[config.mk]
export PLATFORM = sky130hd
export DESIGN_NAME = usb_tx_serializer
export DESIGN_NICKNAME = d
export VERILOG_FILES = /design/src/rtl/usb_hub_pkg.sv /design/src/rtl/usb_nrzi_stuffer.sv /design/src/rtl/usb_tx_serializer.sv
export SDC_FILE = /design/constraint.sdc
export NUM_CORES = 1
export LEC_CHECK = 0
export BUFFER_PORTS_ARGS = -buffer_cell sky130_fd_sc_hd__buf_2
export CAP_MARGIN = 20
export CORE_MARGIN = 3
export CORE_UTILIZATION = 55
export CTS_CLUSTER_SIZE = 8
export DETAILED_ROUTE_END_ITERATION = 16
export HOLD_SLACK_MARGIN = 0.08
export PLACE_DENSITY = 0.85
export SLEW_MARGIN = 20
export SYNTH_ARGS = -nofsm -noshare
export SYNTH_HDL_FRONTEND = slang
export SYNTH_SLANG_ARGS = --single-unit
[constraint.sdc]
create_clock -name hi_clock -period 2.9 [get_ports hi_clock]
set_input_delay 0.435 -clock hi_clock [delete_from_list [all_inputs] [get_ports hi_clock]]
set_output_delay 0.435 -clock hi_clock [all_outputs]
set_load 0.01 [all_outputs]
[src/rtl/usb_hub_pkg.sv]
// Shared USB definitions: transmitter state encoding, line levels and framing constants.
package usb_hub_pkg;

  typedef enum logic [2:0] {
    ST_IDLE,
    ST_SYNC,
    ST_DATA,
    ST_EOP_SE0,
    ST_EOP_J
  } tx_state_t;

  typedef enum logic [1:0] {
    SYM_BIT,
    SYM_SE0,
    SYM_J
  } sym_kind_t;

  typedef struct packed {
    logic plus;
    logic minus;
  } line_t;

  localparam logic [7:0]  SYNC_PATTERN = 8'h80;
  localparam int unsigned STUFF_LIMIT  = 6;
  localparam int unsigned ONES_W       = 3;

  // Full-speed J/K; low speed swaps them, SE0 is the same for both.
  localparam line_t LINE_J_FS = line_t'(2'b10);
  localparam line_t LINE_K_FS = line_t'(2'b01);
  localparam line_t LINE_SE0  = line_t'(2'b00);

  function automatic line_t line_level(input logic is_j, input logic low_speed);
    return (is_j ^ low_speed) ? LINE_J_FS : LINE_K_FS;
  endfunction

endpackage

[src/rtl/usb_nrzi_stuffer.sv]
// NRZI encoder with consecutive-ones counter; owns the registered D+/D- levels.
module usb_nrzi_stuffer
  import usb_hub_pkg::*;
#(
  parameter int unsigned LOW_SPEED = 0
) (
  input  logic      hi_clock,
  input  logic      reset,
  input  logic      i_init,
  input  logic      i_adv,
  input  sym_kind_t i_sym,
  input  logic      i_bit,
  output logic      o_stuff,
  output line_t     o_line
);

  localparam logic LS = (LOW_SPEED != 0);

  logic              r_level;
  logic [ONES_W-1:0] r_ones;
  line_t             r_line;

  logic              w_level_base;
  logic [ONES_W-1:0] w_ones_base;
  logic              w_level_nxt;
  logic [ONES_W-1:0] w_ones_nxt;
  line_t             w_line_nxt;

  // r_level is 1 for J; i_init restarts the packet at J before the new symbol is applied.
  always_comb begin
    w_level_base = i_init ? 1'b1 : r_level;
    w_ones_base  = i_init ? '0 : r_ones;
    w_level_nxt  = w_level_base;
    w_ones_nxt   = w_ones_base;
    w_line_nxt   = r_line;
    if (i_adv) begin
      case (i_sym)
        SYM_BIT: begin
          if (i_bit) begin
            w_ones_nxt = w_ones_base + ONES_W'(1);
          end else begin
            w_level_nxt = ~w_level_base;
            w_ones_nxt  = '0;
          end
          w_line_nxt = line_level(w_level_nxt, LS);
        end
        SYM_SE0: w_line_nxt = LINE_SE0;
        default: w_line_nxt = line_level(1'b1, LS);
      endcase
    end
  end

  always_ff @(posedge hi_clock) begin
    if (reset) begin
      r_level <= 1'b1;
      r_ones  <= '0;
      r_line  <= line_level(1'b1, LS);
    end else begin
      r_level <= w_level_nxt;
      r_ones  <= w_ones_nxt;
      r_line  <= w_line_nxt;
    end
  end

  assign o_stuff = (r_ones == ONES_W'(STUFF_LIMIT));
  assign o_line  = r_line;

endmodule

[src/rtl/usb_tx_serializer.sv]
// USB packet transmitter: SYNC, LSB-first byte stream with bit stuffing, EOP.
// CLKS_PER_BIT must be at least 2 (the byte fetch cycle is announced one clock ahead).
module usb_tx_serializer
  import usb_hub_pkg::*;
#(
  parameter int unsigned CLKS_PER_BIT = 4,
  parameter int unsigned LOW_SPEED    = 0
) (
  input  logic       hi_clock,
  input  logic       reset,
  input  logic [7:0] tx_data,
  input  logic       tx_valid,
  input  logic       tx_last,
  output logic       tx_ready,
  output logic       tx_plus,
  output logic       tx_minus,
  output logic       tx_oe,
  output logic       tx_busy,
  output logic       tx_underrun
);

  localparam int unsigned    CNT_W    = (CLKS_PER_BIT > 1) ? $clog2(CLKS_PER_BIT) : 1;
  localparam logic [CNT_W-1:0] CNT_LAST = CNT_W'(CLKS_PER_BIT - 1);
  localparam logic [CNT_W-1:0] CNT_PRE  = CNT_W'(CLKS_PER_BIT - 2);

  tx_state_t        r_state, w_state_nxt;
  logic [CNT_W-1:0] r_bit_cnt, w_cnt_nxt;
  logic [2:0]       r_bit_idx, w_idx_nxt;
  logic             r_stuffing, w_stuffing_nxt;
  logic [7:0]       r_shift, w_shift_nxt;
  logic             r_last, w_last_nxt;
  logic             r_have_next, w_have_next_nxt;
  logic             r_tx_ready, w_ready_nxt;
  logic             r_tx_oe, r_tx_busy;
  logic             r_tx_underrun, w_underrun_nxt;

  logic      w_sym_end;
  logic      w_adv;
  logic      w_init;
  sym_kind_t w_sym;
  logic      w_bit;
  logic      w_stuff_req;
  line_t     w_line;

  assign w_sym_end = (r_bit_cnt == CNT_LAST);

  always_comb begin
    w_state_nxt     = r_state;
    w_cnt_nxt       = w_sym_end ? '0 : r_bit_cnt + CNT_W'(1);
    w_idx_nxt       = r_bit_idx;
    w_stuffing_nxt  = r_stuffing;
    w_shift_nxt     = r_shift;
    w_last_nxt      = r_last;
    w_have_next_nxt = r_have_next;
    w_ready_nxt     = 1'b0;
    w_underrun_nxt  = 1'b0;
    w_adv           = 1'b0;
    w_init          = 1'b0;
    w_sym           = SYM_BIT;
    w_bit           = 1'b0;
    case (r_state)
      ST_IDLE: begin
        w_cnt_nxt = '0;
        if (tx_valid && r_tx_ready) begin
          w_state_nxt     = ST_SYNC;
          w_shift_nxt     = tx_data;
          w_last_nxt      = tx_last;
          w_have_next_nxt = 1'b0;
          w_idx_nxt       = '0;
          w_stuffing_nxt  = 1'b0;
          w_adv           = 1'b1;
          w_init          = 1'b1;
          w_bit           = SYNC_PATTERN[0];
        end
      end
      ST_SYNC: begin
        if (w_sym_end) begin
          w_adv = 1'b1;
          if (r_bit_idx != 3'd7) begin
            w_idx_nxt = r_bit_idx + 3'd1;
            w_bit     = SYNC_PATTERN[w_idx_nxt];
          end else begin
            w_state_nxt = ST_DATA;
            w_idx_nxt   = '0;
            w_bit       = r_shift[0];
          end
        end
      end
      ST_DATA: begin
        // Fetch window: r_tx_ready is only high in the last clock of bit 7 here.
        if (r_tx_ready) begin
          if (tx_valid) begin
            w_shift_nxt     = tx_data;
            w_last_nxt      = tx_last;
            w_have_next_nxt = 1'b1;
          end else begin
            w_underrun_nxt = 1'b1;
          end
        end
        if (!r_stuffing && (r_bit_idx == 3'd7) && !r_last && (r_bit_cnt == CNT_PRE)) begin
          w_ready_nxt = 1'b1;
        end
        if (w_sym_end) begin
          w_adv          = 1'b1;
          w_stuffing_nxt = 1'b0;
          if (w_stuff_req) begin
            w_stuffing_nxt = 1'b1;
            w_bit          = 1'b0;
          end else if (r_bit_idx != 3'd7) begin
            w_idx_nxt = r_bit_idx + 3'd1;
            w_bit     = r_shift[w_idx_nxt];
          end else if (w_have_next_nxt) begin
            w_idx_nxt       = '0;
            w_bit           = w_shift_nxt[0];
            w_have_next_nxt = 1'b0;
          end else begin
            w_state_nxt = ST_EOP_SE0;
            w_idx_nxt   = '0;
            w_sym       = SYM_SE0;
          end
        end
      end
      ST_EOP_SE0: begin
        if (w_sym_end) begin
          if (r_bit_idx == 3'd0) begin
            w_idx_nxt = 3'd1;
          end else begin
            w_state_nxt = ST_EOP_J;
            w_idx_nxt   = '0;
            w_adv       = 1'b1;
            w_sym       = SYM_J;
          end
        end
      end
      ST_EOP_J: begin
        if (w_sym_end) begin
          w_state_nxt = ST_IDLE;
        end
      end
      default: w_state_nxt = ST_IDLE;
    endcase
    if (w_state_nxt == ST_IDLE) begin
      w_ready_nxt = 1'b1;
    end
  end

  always_ff @(posedge hi_clock) begin
    if (reset) begin
      r_state       <= ST_IDLE;
      r_bit_cnt     <= '0;
      r_bit_idx     <= '0;
      r_stuffing    <= 1'b0;
      r_shift       <= '0;
      r_last        <= 1'b0;
      r_have_next   <= 1'b0;
      r_tx_ready    <= 1'b0;
      r_tx_oe       <= 1'b0;
      r_tx_busy     <= 1'b0;
      r_tx_underrun <= 1'b0;
    end else begin
      r_state       <= w_state_nxt;
      r_bit_cnt     <= w_cnt_nxt;
      r_bit_idx     <= w_idx_nxt;
      r_stuffing    <= w_stuffing_nxt;
      r_shift       <= w_shift_nxt;
      r_last        <= w_last_nxt;
      r_have_next   <= w_have_next_nxt;
      r_tx_ready    <= w_ready_nxt;
      r_tx_oe       <= (w_state_nxt != ST_IDLE);
      r_tx_busy     <= (w_state_nxt != ST_IDLE);
      r_tx_underrun <= w_underrun_nxt;
    end
  end

  usb_nrzi_stuffer #(
    .LOW_SPEED(LOW_SPEED)
  ) u_nrzi (
    .hi_clock(hi_clock),
    .reset   (reset),
    .i_init  (w_init),
    .i_adv   (w_adv),
    .i_sym   (w_sym),
    .i_bit   (w_bit),
    .o_stuff (w_stuff_req),
    .o_line  (w_line)
  );

  assign tx_ready    = r_tx_ready;
  assign tx_plus     = w_line.plus;
  assign tx_minus    = w_line.minus;
  assign tx_oe       = r_tx_oe;
  assign tx_busy     = r_tx_busy;
  assign tx_underrun = r_tx_underrun;

endmodule

**Word level (Yosys, flattened, before mapping)**

Memories as Yosys holds them, arrays and structs flattened.
Index checks and enable logic that the tools add are counted.

- Add/sub/neg operators: 3
- $lt $le $gt $ge: 1
- Eq/ne operators: 17
- Muxes and demuxes: 77
- Bitwise logic cells: 3
- Reduce and logical (&&, ||, !) cells: 20

Operator list:

| cell | number |
|---|---|
| 2-to-1 mux 3 bit | 20 |
| 2-to-1 mux 1 bit | 40 |
| 2-to-1 mux 8 bit | 3 |
| one-hot mux 8 bit (2 select lines) | 1 |
| one-hot mux 3 bit (5 select lines) | 1 |
| != test 2 bit (second input constant) | 7 |
| one-hot mux 3 bit (4 select lines) | 1 |
| == test 3 bit (second input constant) | 3 |
| zero test 3 bit | 3 |
| one-hot mux 1 bit (2 select lines) | 4 |
| one-hot mux 2 bit (2 select lines) | 2 |
| adder 3 x 1 -> 3 bit (second input constant) | 2 |
| == test 3 x 2 -> 1 bit (second input constant) | 2 |
| 2-to-1 mux 2 bit | 3 |
| AND reduction 6 bit | 1 |
| OR reduction 3 bit | 2 |
| == test 2 bit (second input constant) | 2 |
| logical AND 1 bit | 4 |
| less-than comparator 3 x 4 -> 1 bit (second input constant) | 1 |
| AND reduction 4 bit | 1 |
| nonzero test 4 bit | 1 |
| binary-select mux 1 bit (select 3 bit) | 1 |
| == test 3 x 1 -> 1 bit (second input constant) | 1 |
| != test 3 bit (second input constant) | 1 |
| other kinds (11) | 14 |

- Flip-flop bits (word level): 28
- ROM bits: 8
- Input bits: 12
- Output and inout bits: 6
- Logic and storage cells: 137
- Memories: 1

Memory list:

| name | depth | width | read ports | clocked after Yosys merged registers in | write ports | line | source |
|---|---|---|---|---|---|---|---|
| (no name shown) | 8 | 1 | 1 | 0 | 0 | usb_tx_serializer.sv:81 | `w_bit = SYNC_PATTERN[w_idx_nxt];` |

**Depth between registers and ports, before layout**

Gate-level depths: netlist of the first run.

- Depth in word-level cells: 13
- Gate-level depth with buffers: 8
- Depth with buffers taken out: 7

**Hierarchy**

From an unflattened synthesis of the first run, not the netlist that was laid out.

- Cells, all modules: 184
- Area total of the unflattened synthesis: 1,505.2 um2

Modules (own cells, without submodules):

| module | instances | cells an instance | area each (um2) |
|---|---|---|---|
| usb_tx_serializer | 1 | 145 | 1,181.1 |
| usb_nrzi_stuffer | 1 | 39 | 324.1 |

**Worst setup path after synthesis of the first run**

OpenSTA, ideal clock, no wires.

- Path kind: register -> register
- Start point: register r_bit_idx[0]
- End point: register u_nrzi.r_level
- Library setup time: 0.125 ns
- Arrival time: 2.150 ns
- Required time: 2.775 ns
- Path slack: 0.625 ns
- Stages on the path, launching flop included: 8
- Path buffers: 0
- Cells stage by stage: dfxtp_1 > inv_1 > ha_1 > mux4_2 > nand2_1 > nand3_1 > a2111o_1 > a21boi_2

- Word-level cells in the longest chain between the ends: 12
- Elaborated cells between the ends (all ways): 28
- Those cells by class: add/sub: 1; eq/ne: 1; mux: 23; reduce/logical: 2; memory: 1

Ends and longest elaborated chain:

| element | line | source |
|---|---|---|
| start, declared | usb_tx_serializer.sv:28 | `logic [2:0] r_bit_idx, w_idx_nxt;` |
| start signal, assigned | usb_tx_serializer.sv:163 | `r_bit_idx <= w_idx_nxt;` |
| adder 3 x 1 -> 3 bit | usb_tx_serializer.sv:80, usb_tx_serializer.sv:110 |  |
| binary-select mux 1 bit (select 3 bit) | usb_tx_serializer.sv:111 | `w_bit = r_shift[w_idx_nxt];` |
| 2-to-1 mux 1 bit (implied by the code) | usb_tx_serializer.sv:111 |  |
| 2-to-1 mux 1 bit | usb_tx_serializer.sv:109 | `end else if (r_bit_idx != 3'd7) begin` |
| 2-to-1 mux 1 bit | usb_tx_serializer.sv:106 | `if (w_stuff_req) begin` |
| 2-to-1 mux 1 bit | usb_tx_serializer.sv:103 | `if (w_sym_end) begin` |
| one-hot mux 1 bit (2 select lines) | usb_tx_serializer.sv:61 | `case (r_state)` |
| 2-to-1 mux 1 bit | usb_nrzi_stuffer.sv:39 | `if (i_bit) begin` |
| 2-to-1 mux 1 bit | usb_nrzi_stuffer.sv:37 | `case (i_sym)` |
| 2-to-1 mux 1 bit | usb_nrzi_stuffer.sv:36 | `if (i_adv) begin` |
| 2-to-1 mux 1 bit | usb_nrzi_stuffer.sv:37 |  |
| 2-to-1 mux 1 bit (*) | usb_nrzi_stuffer.sv:36 |  |
| end signal, assigned | usb_nrzi_stuffer.sv:59 | `r_level <= w_level_nxt;` |
| end, declared | usb_nrzi_stuffer.sv:19 | `logic r_level;` |

Mark *: on every way between the ends. The rest lies on a longest branch, timed or not. The select of a mux whose other input is x is not followed.
A chain may end at the register's enable or synchronous reset.

**Worst setup path in the final report of the first run**

Same ends and word-level chain as after synthesis.

==> results of run 1 <==
[final timing paths]
path         slack (ps)         start              to
min reg2reg         470    r_shift[6]      r_shift[6]
min                 320    tx_data[7]      r_shift[7]
max                 430  r_bit_idx[0]  u_nrzi.r_level
max reg2reg         430  r_bit_idx[0]  u_nrzi.r_level
[metrics by stage]
step	utilization [%]	power, mW	instances
final	63.91	0.7037	220
after global routing	63.91	0.7336	220
after CTS	63.91	0.7040	220
after detailed placement	62.49	0.5173	216
after global placement	62.49	0.5140	216
after floorplan	-	0.4884	179
[metal layers]
layer / share of wire [%] / vias to the layer above / routed length, µm / global-route usage, %
li1: - / 674 / - / -
met1: 48 / 601 / 1504 / 26.45
met4: 0.61 / 0 / 19 / 3.311
met3: 3.7 / 2 / 115 / 3.947
met5: 0 / - / 0 / 0
met2: 48 / 23 / 1498 / 32.85
[state kept, by name (all words and copies together) (netlist names)]
signal,flops
r_stuffing,1
u_nrzi.r_ones,3
tx_underrun,1
u_nrzi.r_level,1
r_bit_cnt,2
r_state,3
r_last,1
u_nrzi.o_line,2
tx_busy,1
r_shift,8
r_bit_idx,3
r_have_next,1
tx_ready,1
[cells by family after synthesis]
kind of cell | count (synthesis)
xor+xnor | 1
compound gates | 43
fa+ha+maj | 7
mux | 3
buf+inv | 15
flops | 28
simple gates | 82
[worst min-delay path, stage by stage]
cell     delay (ps)
buf_2            90
nand2_1          40
a21oi_1          50
[cell type report]
type,instances,area [µm²],area share [%]
repair buffers,18,92.59,5.692
clock buffers,4,36.28,2.231
multi-input cells,136,884.6,54.38
inverters,4,15.01,0.9231
well taps,30,37.54,2.308
flip-flops and latches,28,560.5,34.46
[power groups by stage]
stage / Clock (mW) / Sequential, mW / Combinational, mW
floorplan: 0 / 0.422 / 0.0661
global placement: 0 / 0.425 / 0.0894
detailed placement: 0 / 0.425 / 0.0919
CTS: 0.195 / 0.417 / 0.0926
global route: 0.210 / 0.420 / 0.104
finish: 0.194 / 0.417 / 0.0927
[cells in the mapped netlist, types with 2 or more instances]
| cell | instances |
|---|---|
| a2111o_1 | 2 |
| a211oi_1 | 2 |
| a21boi_0 | 2 |
| a21oi_1 | 18 |
| a31oi_1 | 3 |
| and2_1 | 3 |
| clkbuf_1 | 8 |
| dfxtp_1 | 28 |
| ha_1 | 7 |
| inv_1 | 4 |
| mux4_2 | 2 |
| nand2_1 | 27 |
| nand2b_1 | 4 |
| nand3_1 | 7 |
| nand3b_1 | 3 |
| nand4_1 | 2 |
| nand4b_1 | 4 |
| nor2_1 | 13 |
| nor2b_1 | 3 |
| nor3_1 | 3 |
| nor3b_1 | 2 |
| nor4_1 | 3 |
| o211ai_1 | 2 |
| o21ai_0 | 4 |
==> impl_metrics.tcl, run 1 <==
set metrics [dict create \
    path_class "register to register" \
    cts_tree "done" \
    crit_buf_inv 1 \
    synth.distinct_cells 47 \
    synth_xor_area_share_pct 0.5814 \
    synth_top_area_share_pct 37.21 \
    ys.flop_type "dfxtp_1" \
    antenna_left 0 \
    synth_edf_count 0 \
    required_ps 3140 \
    holdWs_ps 318.3 \
    async_reset_ff_share_pct 0 \
    pwr-share-seq_pct 59.3 \
    crit_arrival_ps 2710 \
    layout_common_cells "28 x dfxtp_1, 27 x nand2_1, 18 x a21oi_1" \
    firstDrtPassIters 4 \
    synth_top_family_by_area "simple AND/OR/NAND/NOR gates" \
    cp-start-kind "register" \
    synth_top_area_cell "dfxtp_1" \
    wl_um 3138 \
    antenna_found_initial 0 \
    cellPowerDensity_mw_per_mm2 432.6 \
    worstMarginPinSlew_ps 615.4 \
    drv_cap 0 \
    via_per_inst 5.909 \
    grt_overflow 0 \
    num_vias 1300 \
    cts-root-buf "clkbuf_4" \
    grt_first_pass_wirelength_um 5237 \
    p_leak_nw 0.6012 \
    n_antenna_cell 0 \
    crit_family "compound AO/OA/AOI/OAI gates" \
    drt_iter0_drc 52 \
    dpl.hpwl_um 2300 \
    rsz0062_at_grt "false" \
    status "finished clean" \
    hold_path_depth 3 \
    grt_use_total_pct 19.60 \
    crit_path_max_fanout 9 \
    end_kind "register" \
    place_congestion 0.8601 \
    hold_viol 0 \
    layout-drive-gt1-share_pct 14.21 \
    synth_compound_area_share_pct 19.93 \
    clk_pin_slew_ps 140 \
    holdBufCountCts 0 \
    die_h_um 58.34 \
    hold_path_class "input pin to register" \
    timing.final.ws_setup_ps 425.9 \
    rr_worst_depth 7 \
    synth-adder-area-share_pct 5.814 \
    drv_slew 0 \
    cts_resized 0 \
    synth_area_mm2 0.001506 \
    p_comb_share_pct 13.2 \
    cpPeakStageDelay_ps 510 \
    first_global_vias 1163 \
    cp.depth 7 \
    rows 18 \
    syn_inst 179 \
    dpl_cell_area_mm2 0.001590 \
    nets 210 \
    skew_ps 7.577 \
    pin_count 18 \
    synth_nets 198 \
    setup_viol 0 \
    min_period_ps 2474 \
    intPower_mw 0.5187 \
    final.period_utilization_pct 85.31 \
    ys_seq_elements 28 \
    h-tree-depth 1 \
    ir_worst_vdd_uv 492.2 \
    cts_buffers 3 \
    netlist_top_cells_area "dfxtp_1 37%, nand2_1 6.7%, a21oi_1 6.0%" \
    postCtsSetupBuffers 0 \
    fillers 229 \
    syn_area_per_cell_um2 8.416 \
    start_util_pct 59.19 \
    yosysWarningCount 0 \
    fmax_ghz 0.4042 \
    synthMuxAreaShare_pct 3.654 \
    drc 0 \
    die_w_um 58.34 \
    wire_per_inst_um 14.26 \
    setup_tns_ps 0 \
    mostFrequentLayoutCell "dfxtp_1" \
    dieArea_mm2 0.003403 \
    pwr-share-clk_pct 27.6 \
    ys_seq_area_share_pct 37.21 \
    crit_chain "inv_1 > ha_1 > mux4_2 > nand2_1 > nand3_1 > a2111o_1 > a21boi_2" \
    coreArea_mm2 0.002545 \
    fin_area_mm2 0.001627 \
    place_ws_ps 463.5 \
    synth-simple-area-share_pct 28.74 \
    p_sw_share_pct 26.28 \
    clkLatencyLatePin_ps 340 \
    clk_path_buf_depth 2 \
    grt_max_degree 30 \
    numClockSinks 28 \
    p_sw_mw 0.1850 \
    crit_slowest_cell "mux4_2" \
    syn2layout_area_growth_pct 7.973 \
    slew_headroom_pct 58.66 \
    io_buffers 17 \
]
Note: power is estimated with default switching activity, not from simulation.
==> run 2: changes to the inputs <==
--- a/config.mk
+++ b/config.mk
@@ -13,6 +13,7 @@
 export DETAILED_ROUTE_END_ITERATION = 16
 export HOLD_SLACK_MARGIN = 0.08
 export PLACE_DENSITY = 0.85
+export RECOVER_POWER = 25
 export SLEW_MARGIN = 20
 export SYNTH_ARGS = -nofsm -noshare
 export SYNTH_HDL_FRONTEND = slang
==> constraint.sdc (replaced) <==
create_clock -name hi_clock -period 2.3 [get_ports hi_clock]
set_input_delay 0.345 -clock hi_clock [delete_from_list [all_inputs] [get_ports hi_clock]]
set_output_delay 0.345 -clock hi_clock [all_outputs]
set_load 0.01 [all_outputs]
==> run 2 against run 1 <==
Effect of this change: wire length rose by 18%; design area rose by 4.5%; global-route usage rose by 3.5 points; highest routed layer unchanged; critical path depth unchanged; sequential power grew 26%.
==> impl_metrics.tcl, run 2 (same netlist as run 1, synthesis figures left out) <==
set metrics [dict create \
    coreArea_mm2 0.002545 \
    cellPowerDensity_mw_per_mm2 505.2 \
    die_w_um 58.34 \
    min_period_ps 2200 \
    drc 0 \
    end_kind "register" \
    hold_path_depth 3 \
    cts_buffers 3 \
    final.period_utilization_pct 95.64 \
    rsz0062_at_grt "false" \
    p_leak_nw 0.6255 \
    fin_total_pwr_mw 0.8590 \
    antenna_left 0 \
    wl_met1_um 1446 \
    skew_ps 22.28 \
    antenna_found_initial 0 \
    regToRegStartpoint "r_bit_idx[0]" \
    via_per_inst 6.236 \
    required_ps 2520 \
    top_register "r_shift" \
    ir_worst_vdd_uv 435.6 \
    holdWs_ps 246.6 \
    numClockSinks 28 \
    status "finished clean" \
    slew_headroom_pct 64.07 \
    drv_cap 0 \
    n_antenna_cell 0 \
    num_vias 1428 \
    syn2layout_area_growth_pct 12.87 \
    cts_tree "done" \
    io_buffers 17 \
    layout_common_cells "27 x nand2_1, 27 x dfxtp_1, 18 x a21oi_1" \
    layout-drive-gt1-share_pct 16.58 \
    fmax_ghz 0.4546 \
    reg2reg_slack_ps 100 \
    route.met2.wl_um 1909 \
    worstMarginPinSlew_ps 534.8 \
    first_global_vias 1357 \
    r2r-end "u_nrzi.r_level" \
    hold_viol 0 \
    grt_use_total_pct 23.12 \
    clk_pin_slew_ps 130 \
    wire_per_inst_um 16.21 \
    die_h_um 58.34 \
    drv_slew 0 \
    rows 18 \
    clkLatencyLatePin_ps 340 \
    path_class "register to register" \
    start_util_pct 59.19 \
    hold_path_class "input pin to register" \
    grt_overflow 0 \
    grt_max_degree 30 \
    setup_viol 0 \
    place_congestion 0.8443 \
    h-tree-depth 1 \
    pin_count 18 \
    setup_tns_ps 0 \
    nets 220 \
    grt_first_pass_wirelength_um 6085 \
    highest_layer "met4" \
    cts-root-buf "clkbuf_4" \
    holdBufCountCts 0 \
    firstDrtPassIters 4 \
    wl_um 3711 \
    cp-start-kind "register" \
    clk_path_buf_depth 2 \
    largest_reg_flops 8 \
    drt_iter0_drc 137 \
    crit_arrival_ps 2420 \
    fin_util_pct 66.81 \
    min_from "tx_data[5]" \
    crit_path_max_fanout 9 \
    whs_endpoint "r_shift[5]" \
    dieArea_mm2 0.003403 \
    rr_worst_depth 7 \
    dr_wl_met3_um 296 \
    dpl.hpwl_um 2762 \
]
## run 2: cell type report
type                            count  area [µm²]
Inverter                            4       15.01
Multi-Input combinational cell    136       903.4
Timing Repair Buffer               28       160.2
Clock buffer                        3       22.52
Tap cell                           30       37.54
Sequential cell                    28       561.8
Fill cell                         218       844.6
## run 2: routing by layer
metal	vias to the layer above	GRT usage, %
met5	-	0
met4	0	9.272
met3	7	5.702
met2	74	40.35
met1	656	26.92
li1	691	-
## run 2: stage by stage
step / setup WS (ps) / instance area [µm²] / instances
2_1_floorplan: 25.27 / 1506 / 179
3_3_place_gp: 90.52 / 1665 / 226
3_5_place_dp: 12.32 / 1665 / 226
4_1_cts: 49.61 / 1689 / 229
5_1_grt: 22.31 / 1700 / 229
6_report: 100.4 / 1700 / 229
## run 2: worst max-delay path by stage
| stage | start | end | cells after the start |
|---|---|---|---|
| final | r_bit_idx[0] | u_nrzi.r_level | 7 |
| after global routing | r_bit_idx[0] | u_nrzi.r_level | 7 |
| after CTS | r_bit_idx[0] | u_nrzi.r_level | 7 |
| after detailed placement | r_bit_idx[0] | u_nrzi.r_level | 7 |
| after global placement | r_bit_idx[0] | u_nrzi.r_level | 7 |
| after floorplan | r_bit_idx[0] | u_nrzi.r_level | 7 |
## run 2: critical path: stages, from the launching register on
cell and delay, ps:
dfxtp_2 360, ha_1 200, ha_1 340, a211oi_1 400, a2111oi_4 80, buf_4 180
a2111o_1 380, a21boi_2 160
## run 2: power by group
group | internal, mW | switching, mW
sequential | 0.506 | 0.0191
clock | 0.0616 | 0.141
combinational | 0.0569 | 0.0736
total | 0.625 | 0.234
## run 2: timing repair
item,CTS,global route
setup endpoints to repair,1,2
gates resized for setup,1,2
hold endpoints to repair,0,0
pin swaps,0,0
cloned,0,0
setup buffers,0,0
